===== src/rtl/mvm_pkg.sv =====
// Shared definitions for the MVM row scheduler: FSM state encoding and default geometry.
package mvm_pkg;

  localparam int unsigned DEFAULT_M          = 4;
  localparam int unsigned DEFAULT_ADDR_WIDTH = 16;

  typedef enum logic [2:0] {
    IDLE,
    FETCH,
    LAUNCH,
    COMPUTE,
    DRAIN,
    FINISH
  } sched_state_t;

endpackage


===== src/rtl/mvm_batch_counter.sv =====
// Batch bookkeeping for the row scheduler: batch count, current batch index,
// batch base address and the valid-row mask of the current batch.
module mvm_batch_counter
  import mvm_pkg::*;
#(
  parameter int unsigned M          = DEFAULT_M,
  parameter int unsigned ADDR_WIDTH = DEFAULT_ADDR_WIDTH
) (
  input  logic                  clk,
  input  logic                  reset,
  input  logic                  i_load,
  input  logic [31:0]           i_total_rows,
  input  logic                  i_advance,
  output logic [31:0]           o_batch_idx,
  output logic                  o_last_batch,
  output logic [ADDR_WIDTH-1:0] o_base_addr,
  output logic [M-1:0]          o_row_mask
);

  logic [31:0] r_total;
  logic [31:0] r_batches;
  logic [31:0] r_batch_idx;
  logic [31:0] w_quot;
  logic        w_rem_nz;
  logic [31:0] w_batches;
  logic [63:0] w_base_row;

  // Quotient plus remainder flag avoids the total+M-1 overflow near 2^32-1.
  assign w_quot    = i_total_rows / 32'(M);
  assign w_rem_nz  = (i_total_rows % 32'(M)) != '0;
  assign w_batches = w_quot + {31'b0, w_rem_nz};

  always_ff @(posedge clk) begin
    if (reset) begin
      r_total     <= '0;
      r_batches   <= '0;
      r_batch_idx <= '0;
    end else if (i_load) begin
      r_total     <= i_total_rows;
      r_batches   <= w_batches;
      r_batch_idx <= '0;
    end else if (i_advance) begin
      r_batch_idx <= r_batch_idx + 32'd1;
    end
  end

  assign w_base_row   = 64'(r_batch_idx) * 64'(M);
  assign o_batch_idx  = r_batch_idx;
  assign o_last_batch = (33'(r_batch_idx) + 33'd1) >= 33'(r_batches);
  assign o_base_addr  = ADDR_WIDTH'(r_batch_idx * 32'(M));

  always_comb begin
    o_row_mask = '0;
    for (int unsigned k = 0; k < M; k++) begin
      o_row_mask[k] = (w_base_row + 64'(k)) < {32'b0, r_total};
    end
  end

endmodule


===== src/rtl/mvm_row_scheduler.sv =====
// Schedules a matrix-vector job as batches of M rows over M parallel row engines.
// Optional MVM_SCHED_PERF_CNT_EN adds the busy_cycles performance counter output.
module mvm_row_scheduler
  import mvm_pkg::*;
#(
  parameter int unsigned NO_OF_ROW_BY_VECTOR_MODULES = DEFAULT_M,
  parameter int unsigned ADDR_WIDTH                  = DEFAULT_ADDR_WIDTH
) (
  input  logic                                   clk,
  input  logic                                   reset,
  input  logic                                   start,
  input  logic [31:0]                            total_rows,
  output logic                                   busy,
  output logic                                   done,
  output logic                                   fetch_req,
  output logic [ADDR_WIDTH-1:0]                  fetch_addr,
  input  logic                                   fetch_ack,
  output logic [NO_OF_ROW_BY_VECTOR_MODULES-1:0] eng_start,
  input  logic [NO_OF_ROW_BY_VECTOR_MODULES-1:0] eng_done,
  output logic [NO_OF_ROW_BY_VECTOR_MODULES-1:0] row_mask,
  output logic                                   res_valid,
  input  logic                                   res_ready,
  output logic [31:0]                            res_batch
`ifdef MVM_SCHED_PERF_CNT_EN
  ,
  output logic [31:0]                            busy_cycles
`endif
);

  localparam int unsigned M = NO_OF_ROW_BY_VECTOR_MODULES;

  sched_state_t r_state;
  sched_state_t w_next;

  logic          w_accept;
  logic          w_rows_done;
  logic          w_advance;
  logic          w_last;
  logic [M-1:0]  w_row_mask;

  assign w_accept    = (r_state == IDLE) && start;
  assign w_rows_done = (eng_done & w_row_mask) == w_row_mask;
  assign w_advance   = (r_state == DRAIN) && res_ready && !w_last;

  mvm_batch_counter #(
    .M          (M),
    .ADDR_WIDTH (ADDR_WIDTH)
  ) u_batch_counter (
    .clk          (clk),
    .reset        (reset),
    .i_load       (w_accept),
    .i_total_rows (total_rows),
    .i_advance    (w_advance),
    .o_batch_idx  (res_batch),
    .o_last_batch (w_last),
    .o_base_addr  (fetch_addr),
    .o_row_mask   (w_row_mask)
  );

  always_ff @(posedge clk) begin
    if (reset) r_state <= IDLE;
    else       r_state <= w_next;
  end

  always_comb begin
    w_next    = r_state;
    busy      = (r_state != IDLE);
    done      = 1'b0;
    fetch_req = 1'b0;
    eng_start = '0;
    res_valid = 1'b0;
    unique case (r_state)
      IDLE: begin
        if (start) w_next = (total_rows == '0) ? FINISH : FETCH;
      end
      FETCH: begin
        fetch_req = 1'b1;
        if (fetch_ack) w_next = LAUNCH;
      end
      LAUNCH: begin
        eng_start = w_row_mask;
        w_next    = COMPUTE;
      end
      COMPUTE: begin
        if (w_rows_done) w_next = DRAIN;
      end
      DRAIN: begin
        res_valid = 1'b1;
        if (res_ready) w_next = w_last ? FINISH : FETCH;
      end
      FINISH: begin
        done   = 1'b1;
        w_next = IDLE;
      end
      default: w_next = IDLE;
    endcase
  end

  assign row_mask = w_row_mask;

`ifdef MVM_SCHED_PERF_CNT_EN
  logic [31:0] r_busy_cycles;

  always_ff @(posedge clk) begin
    if (reset)                               r_busy_cycles <= '0;
    else if (w_accept)                       r_busy_cycles <= '0;
    else if (busy && (r_busy_cycles != '1))  r_busy_cycles <= r_busy_cycles + 32'd1;
  end

  assign busy_cycles = r_busy_cycles;
`endif

endmodule


===== config.mk =====
export PLATFORM = sky130hd
export DESIGN_NAME = mvm_row_scheduler
export DESIGN_NICKNAME = d
export VERILOG_FILES = /design/src/rtl/mvm_pkg.sv /design/src/rtl/mvm_batch_counter.sv /design/src/rtl/mvm_row_scheduler.sv
export SDC_FILE = /design/constraint.sdc
export NUM_CORES = 1
export LEC_CHECK = 0
export BUFFER_PORTS_ARGS = -buffer_cell sky130_fd_sc_hd__buf_2
export CORE_ASPECT_RATIO = 0.5
export CORE_UTILIZATION = 55
export CTS_CLUSTER_SIZE = 25
export DETAILED_ROUTE_END_ITERATION = 8
export PLACE_DENSITY = 0.85
export SYNTH_ARGS = -nofsm -noshare
export SYNTH_HDL_FRONTEND = slang
export SYNTH_SLANG_ARGS = --single-unit

===== constraint.sdc =====
create_clock -name clk -period 12.3 [get_ports clk]
set_input_delay 3.69 -clock clk [delete_from_list [all_inputs] [get_ports clk]]
set_output_delay 3.69 -clock clk [all_outputs]
set_load 0.1 [all_outputs]

==> flow_summary.ini, run 1 <==
[yosys]
synth_seq_cells = 98
yosysUniqueCellTypes = 51
yosysSeqAreaShare_pct = 28.9
synth.avg_cell_area_sq_um = 7.60
syn-cell-area_sq_um = 6800
synth-edff-count = 0
async_flop_share_pct = 0
synth_ff_type = dfxtp_1
ys_warn_count = 0
synthCells = 894

[worst_hold_path]
hold_class = flip-flop to flip-flop
hp-start = u_batch_counter.r_total[30]
hold_end = u_batch_counter.r_total[30]
holdPathStages = 2

[global_routing]
grt_antenna_before_repair = 0
grt_pass1_wl_um = 32200
grt_usage_pct = 32.7
grt_pass1_vias = 5899
grt-ovfl-total = 0
grt_max_degree = 89

[final_layout]
n_antenna_cell = 0
mostFrequentLayoutCell = nand2_1
finalInstanceArea_sq_um = 7540
area_delta_synth_final_pct = 10.9
multiInputGateArea_sq_um = 4240
drive_gt1_share_pct = 13.2
nNetsFinal = 1055
utilization_pct = 63.3
seq_area_sq_um = 1960
mostFrequentLayoutCells = nand2_1, buf_2, dfxtp_1
num-fill-cells = 1081
stdcell_count = 1119

[worst_setup_path]
r2r_start = u_batch_counter.o_batch_idx[0]
r2r-end = u_batch_counter.o_batch_idx[29]
end_kind = output port
cp.arrival_ns = 3.13
critPathLaunchType = flip-flop
max_stage_delay_ns = 0.60
crit_type = flip-flop to output port
crit_fanout = 7
crit_buf_inv = 1
r2r_slack_ns = 7.01
crit_slowest_cell = a2111oi_0
crit_required_ns = 8.61
crit_family = compound AO/OA/AOI/OAI gates
path_cells = ha_1 > a2111oi_0 > o31ai_1 > a221o_1 > nor2_1 > and2_1 > and3_1 > buf_2
reg2reg_depth = 15

[floorplan]
rows = 28
die_area_sq_um = 12800
core_sq_um = 11900
num_io_pins = 101
dieHeight_um = 80.6
initial_core_util_pct = 57.0
die_x_um = 159

[clock_network]
cts_tree = yes
cts_hold_buf = 0
htree_levels = 3
clock_sinks = 98
insertion_delay_ns = 0.35
root_buffer = clkbuf_16
postCtsSetupBuffers = 0
cts_buffer_depth = 2
path_clk_slew_ns = 0.07
cts-resized-gates = 0
cts-buffers-inserted = 9

[sta]
finalCritPeriodShare_pct = 55.5
rsz0062_at_grt = false
whs_ns = 0.460
slew_viol_final = 0
finalSetupViolations = 0
final.setup.tns_ns = 0
fin_crit_ns = 6.82
finClkSkew_ns = 0.0107
timing.fmax_ghz = 0.147
worst_pin_slew_ns = 1.03
finalHoldViolCount = 0
slew_headroom_pct = 31.1

[drt]
antenna_left = 0
drc = 0
first_pass_iters = 5
finalWirelength_um = 21000
via_count = 6841
via_per_inst = 6.11
wire_per_inst_um = 18.7
drtIter0Drc = 645

[power]
vdd_ir_drop_max_v = 0.0000638
power.leakage_nw = 3.16
power_density_nw_per_um2 = 107

[status]
status = finished clean

[placed_design]
dp_cells = 1103
io_buffers = 98
hpwl_um = 15800
place_area_sq_um = 7230
gp_congestion = 0.965

[job]
drv_cap = 0
## cell type report
cell class                 instances  area share (%)
multi-input combinational        659            56.3
sequential                        98            26.0
timing repair buffer             104            7.10
inverter                          77            3.83
clock buffer                      10            3.04
tap                              165            2.74
clock inverter                     6           0.996
## sequential cells by signal, indices dropped and copies added, names as in the netlist
name / count
u_batch_counter.o_batch_idx: 32
r_state: 3
u_batch_counter.r_total: 32
u_batch_counter.r_batches: 31
## synth_stat cells, types with 3 or more instances
cell type,instances,area (sq um)
nand2_1,121,454
dfxtp_1,98,1960
a21oi_1,86,430
inv_1,77,289
ha_1,65,813
nor2_1,53,199
nand3_1,35,175
clkbuf_1,34,128
xnor2_1,33,289
a211oi_1,25,188
nand4_1,24,150
o21ai_0,23,115
or4_1,18,135
xor2_1,18,158
buf_4,17,128
o31ai_1,17,128
nor4_1,16,100
or3_1,16,100
nor3_1,12,60.1
and3_1,11,68.8
a21o_1,9,67.6
a311oi_1,7,61.3
and2_1,6,37.5
and4_1,6,52.6
o21a_1,6,45.0
o31a_1,6,52.6
buf_2,5,25.0
nand2b_1,5,31.3
o311ai_0,5,43.8
a31oi_1,4,25.0
o41ai_1,4,35.0
buf_1,3,11.3
nor2b_1,3,18.8
o211ai_1,3,22.5
o22ai_1,3,18.8
or2_2,3,18.8
## cell families (layout without fill, tap and decap cells)
group,count (synthesis),after routing,share of synthesized area [%]
adder cells (fa/ha/maj),65,65,12.0
XOR/XNOR,51,51,6.57
flip-flops,98,98,28.9
AO/OA/AOI/OAI,206,206,19.2
buffers and inverters,138,197,8.78
AND/OR/NAND/NOR,334,334,24.4
multiplexers,1,1,0.147
other,1,2,0.0552
## worst max-delay path by stage
stage                               to  depth (start not counted)                            start
after global placement    eng_start[2]                          8  u_batch_counter.o_batch_idx[29]
final                     eng_start[2]                          8  u_batch_counter.o_batch_idx[29]
after global routing      eng_start[2]                          8  u_batch_counter.o_batch_idx[29]
after CTS                 eng_start[2]                          8  u_batch_counter.o_batch_idx[29]
after detailed placement  eng_start[2]                          8  u_batch_counter.o_batch_idx[29]
after floorplan           eng_start[2]                          7  u_batch_counter.o_batch_idx[29]
## routing by layer
| metal | up-vias | routed length, um | GRT usage [%] |
|---|---|---|---|
| met4 | 0 | 192 | 5.38 |
| li1 | 3282 | - | - |
| met5 | - | 0 | 0 |
| met1 | 3213 | 9810 | 48.3 |
| met3 | 25 | 2690 | 12.4 |
| met2 | 321 | 8270 | 43.9 |
## through the flow
stage	total power [mW]	setup slack, ns
finish	0.806	5.48
global route	0.840	5.21
CTS	0.803	5.49
detailed placement	0.512	5.90
global placement	0.507	6.00
floorplan	0.463	3.09
## worst register-to-register path, stage by stage (launching register included)
cell      delay, ns
dfxtp_1        0.54
ha_1           0.31
and3_1         0.30
nand4_1        0.36
nor3_4         0.46
and3_1         0.32
nand4_1        0.22
xnor2_1        0.20
ha_1           0.30
nand4_1        0.14
nor4_1         0.79
nand2_1        0.14
a21oi_1        0.23
or4_4          0.53
o311ai_0       0.23
o41ai_1        0.12
## where the power goes
group / internal (mW) / switching, mW / leakage, nW
Sequential: 0.335 / 0.0111 / 0.801
Combinational: 0.0467 / 0.118 / 2.22
Clock: 0.161 / 0.134 / 0.139
Power figures use the tool's default switching activity.
==> inputs of run 2 (changes only) <==
Settings changed: ABC_AREA set to 1.
Clock period 12.3 ns to 7 ns, I/O delays scaled along.
==> flow_summary.ini, run 2 <==
[worst_setup_path]
max_stage_delay_ns = 0.46
cp.arrival_ns = 2.60
startpoint = u_batch_counter.o_batch_idx[25]
cp.depth = 13
end_kind = output port
cp-endpoint = eng_start[2]
crit_required_ns = 4.90
crit_top_cell = nand2_1
r2r-end = u_batch_counter.o_batch_idx[11]
r2r_start = u_batch_counter.o_batch_idx[0]
crit_type = flip-flop to output port
crit_buf_inv = 3
r2r_slack_ns = 2.48
path_cells = ha_1 > nand2_1 > nand2_1 > inv_1 > nand2_1 > nand2_1 > nand3_1 > nor2_1 > nand2_1 > inv_1 > nand2_1 > nor2_1 > buf_2
critPathLaunchType = flip-flop
crit_fanout = 6
crit_slowest_cell = dfxtp_1
crit_family = simple AND/OR/NAND/NOR gates
reg2reg_depth = 19

[clock_network]
htree_levels = 3
cts_buffer_depth = 2
clock_sinks = 98
insertion_delay_ns = 0.36
path_clk_slew_ns = 0.07
cts_hold_buf = 0
postCtsSetupBuffers = 0
root_buffer = clkbuf_16
cts_tree = yes
cts-resized-gates = 0
cts-buffers-inserted = 9

[placed_design]
gp_congestion = 1.02
place_area_sq_um = 7510
io_buffers = 98
hpwl_um = 15600

[yosys]
yosysMostFrequentCell = nand2_1
netlist_top_cells_count = nand2_1, inv_1, dfxtp_1, nor2_1, ha_1
ys_warn_count = 0
synth_seq_cells = 98
async_flop_share_pct = 0
synth_ff_type = dfxtp_1
netlist_top_cells_area = dfxtp_1, nand2_1, ha_1, inv_1, nor2_1
yosysUniqueCellTypes = 44
synth_top_cell_area_share_pct = 27.8
yosys.area.top_type = dfxtp_1
syn-cell-area_sq_um = 7050
synth.avg_cell_area_sq_um = 6.63
synth-edff-count = 0
synthCells = 1064
yosysSeqAreaShare_pct = 27.8

[worst_hold_path]
hold_class = flip-flop to flip-flop

[sta]
slew_headroom_pct = 47.8
final.setup.tns_ns = 0
whs_ns = 0.491
worst_pin_slew_ns = 0.777
fin_crit_ns = 4.70
finClkSkew_ns = 0.0135
finalHoldViolCount = 0
slew_viol_final = 0
finalSetupViolations = 0
timing.fmax_ghz = 0.213
finalCritPeriodShare_pct = 67.1
rsz0062_at_grt = false

[drt]
finalWirelength_um = 19800
via_count = 7120
met3_length_um = 1550
wl_met1_um = 8910
first_pass_iters = 6
via_per_inst = 5.44
drc = 0
antenna_left = 0
wl_met2_um = 8960
wire_per_inst_um = 15.1
top_layer = met4
drtIter0Drc = 806

[power]
vdd_ir_drop_max_v = 0.000339
power_density_nw_per_um2 = 270
power.leakage_nw = 3.81

[floorplan]
rows = 28
num_io_pins = 101
core_sq_um = 12200
die_x_um = 162
initial_core_util_pct = 58.0
die_area_sq_um = 13300
dieHeight_um = 82.1

[global_routing]
grt_pass1_wl_um = 31900
grt_pass1_vias = 6504
grt_antenna_before_repair = 0
grt_usage_pct = 30.9
grt_max_degree = 62
grt-ovfl-total = 0

[final_layout]
nNetsFinal = 1244
drive_gt1_share_pct = 14.0
finalInstanceArea_sq_um = 7790
num-fill-cells = 1143
area_delta_synth_final_pct = 10.5
mostFrequentLayoutCell = nand2_1
n_antenna_cell = 0
mostFrequentLayoutCells = nand2_1, inv_1, buf_2, dfxtp_1, nor2_1

[job]
drv_cap = 0

[status]
status = finished clean
## run 2: cell type report
type,instances,area [sq um],area share [%]
multi-input cells,725,4070,52.2
clock inverters,5,37.5,0.482
well taps,165,206,2.65
inverters,203,762,9.78
clock buffers,11,243,3.11
repair buffers,101,513,6.58
flip-flops and latches,98,1960,25.2
## run 2: power breakdown
| group | switching (mW) | internal, mW | total, mW |
|---|---|---|---|
| registers | 0.0364 | 0.640 | 0.676 |
| logic | 0.726 | 0.223 | 0.948 |
| clock network | 0.228 | 0.252 | 0.480 |
| total | 0.990 | 1.12 | 2.10 |
## run 2: kinds of logic (layout without fill, tap and decap cells)
family,Yosys count,count (layout),synth area share (%)
XOR/XNOR,31,31,3.85
AND/OR/NAND/NOR,465,465,28.7
buffers and inverters,242,320,14.6
adder cells (fa/ha/maj),65,65,11.5
AO/OA/AOI/OAI,162,162,13.5
other,1,2,0.0532
flip-flops,98,98,27.8
## run 2: routing by layer
metal | up-vias | track usage, %
met2 | 277 | 53.2
li1 | 3552 | -
met5 | - | 0
met3 | 34 | 5.71
met1 | 3257 | 40.2
met4 | 0 | 8.30
## run 2: metrics by stage
stage                     setup WS, ns  power (mW)  util [%]  instances
after global routing              2.04        2.23      64.1       1308
after floorplan                  0.822        1.41         -       1065
after global placement            2.71        1.59      61.8       1292
after detailed placement          2.63        1.62      61.8       1292
after CTS                         2.34        2.09      64.1       1308
final                             2.30        2.10      64.1       1308
## run 2: worst register-to-register path: stages, from the launching register on
cell	delay, ns
dfxtp_1	0.53
ha_1	0.32
nand3_2	0.14
nor4_1	0.68
nand4_1	0.34
xor2_1	0.22
inv_1	0.07
ha_1	0.29
nand2_1	0.07
inv_1	0.07
nand3_1	0.10
nor2_1	0.12
nand2_1	0.06
nand2_1	0.08
nand2_1	0.08
nand4_2	0.07
buf_4	0.51
inv_2	0.36
o21ai_0	0.26
nor2_1	0.06
## run 2: worst min path at each step
stage	to	depth (start not counted)	slack (ns)	startpoint
6_report	u_batch_counter.r_total[5]	2	0.49	u_batch_counter.r_total[5]
5_1_grt	u_batch_counter.r_total[5]	2	0.51	u_batch_counter.r_total[5]
2_1_floorplan	u_batch_counter.r_batches[0]	1	0.45	u_batch_counter.r_batches[0]
3_3_place_gp	u_batch_counter.r_total[29]	2	0.47	u_batch_counter.r_total[29]
3_5_place_dp	u_batch_counter.r_total[29]	2	0.47	u_batch_counter.r_total[29]
4_1_cts	u_batch_counter.r_total[29]	2	0.49	u_batch_counter.r_total[29]
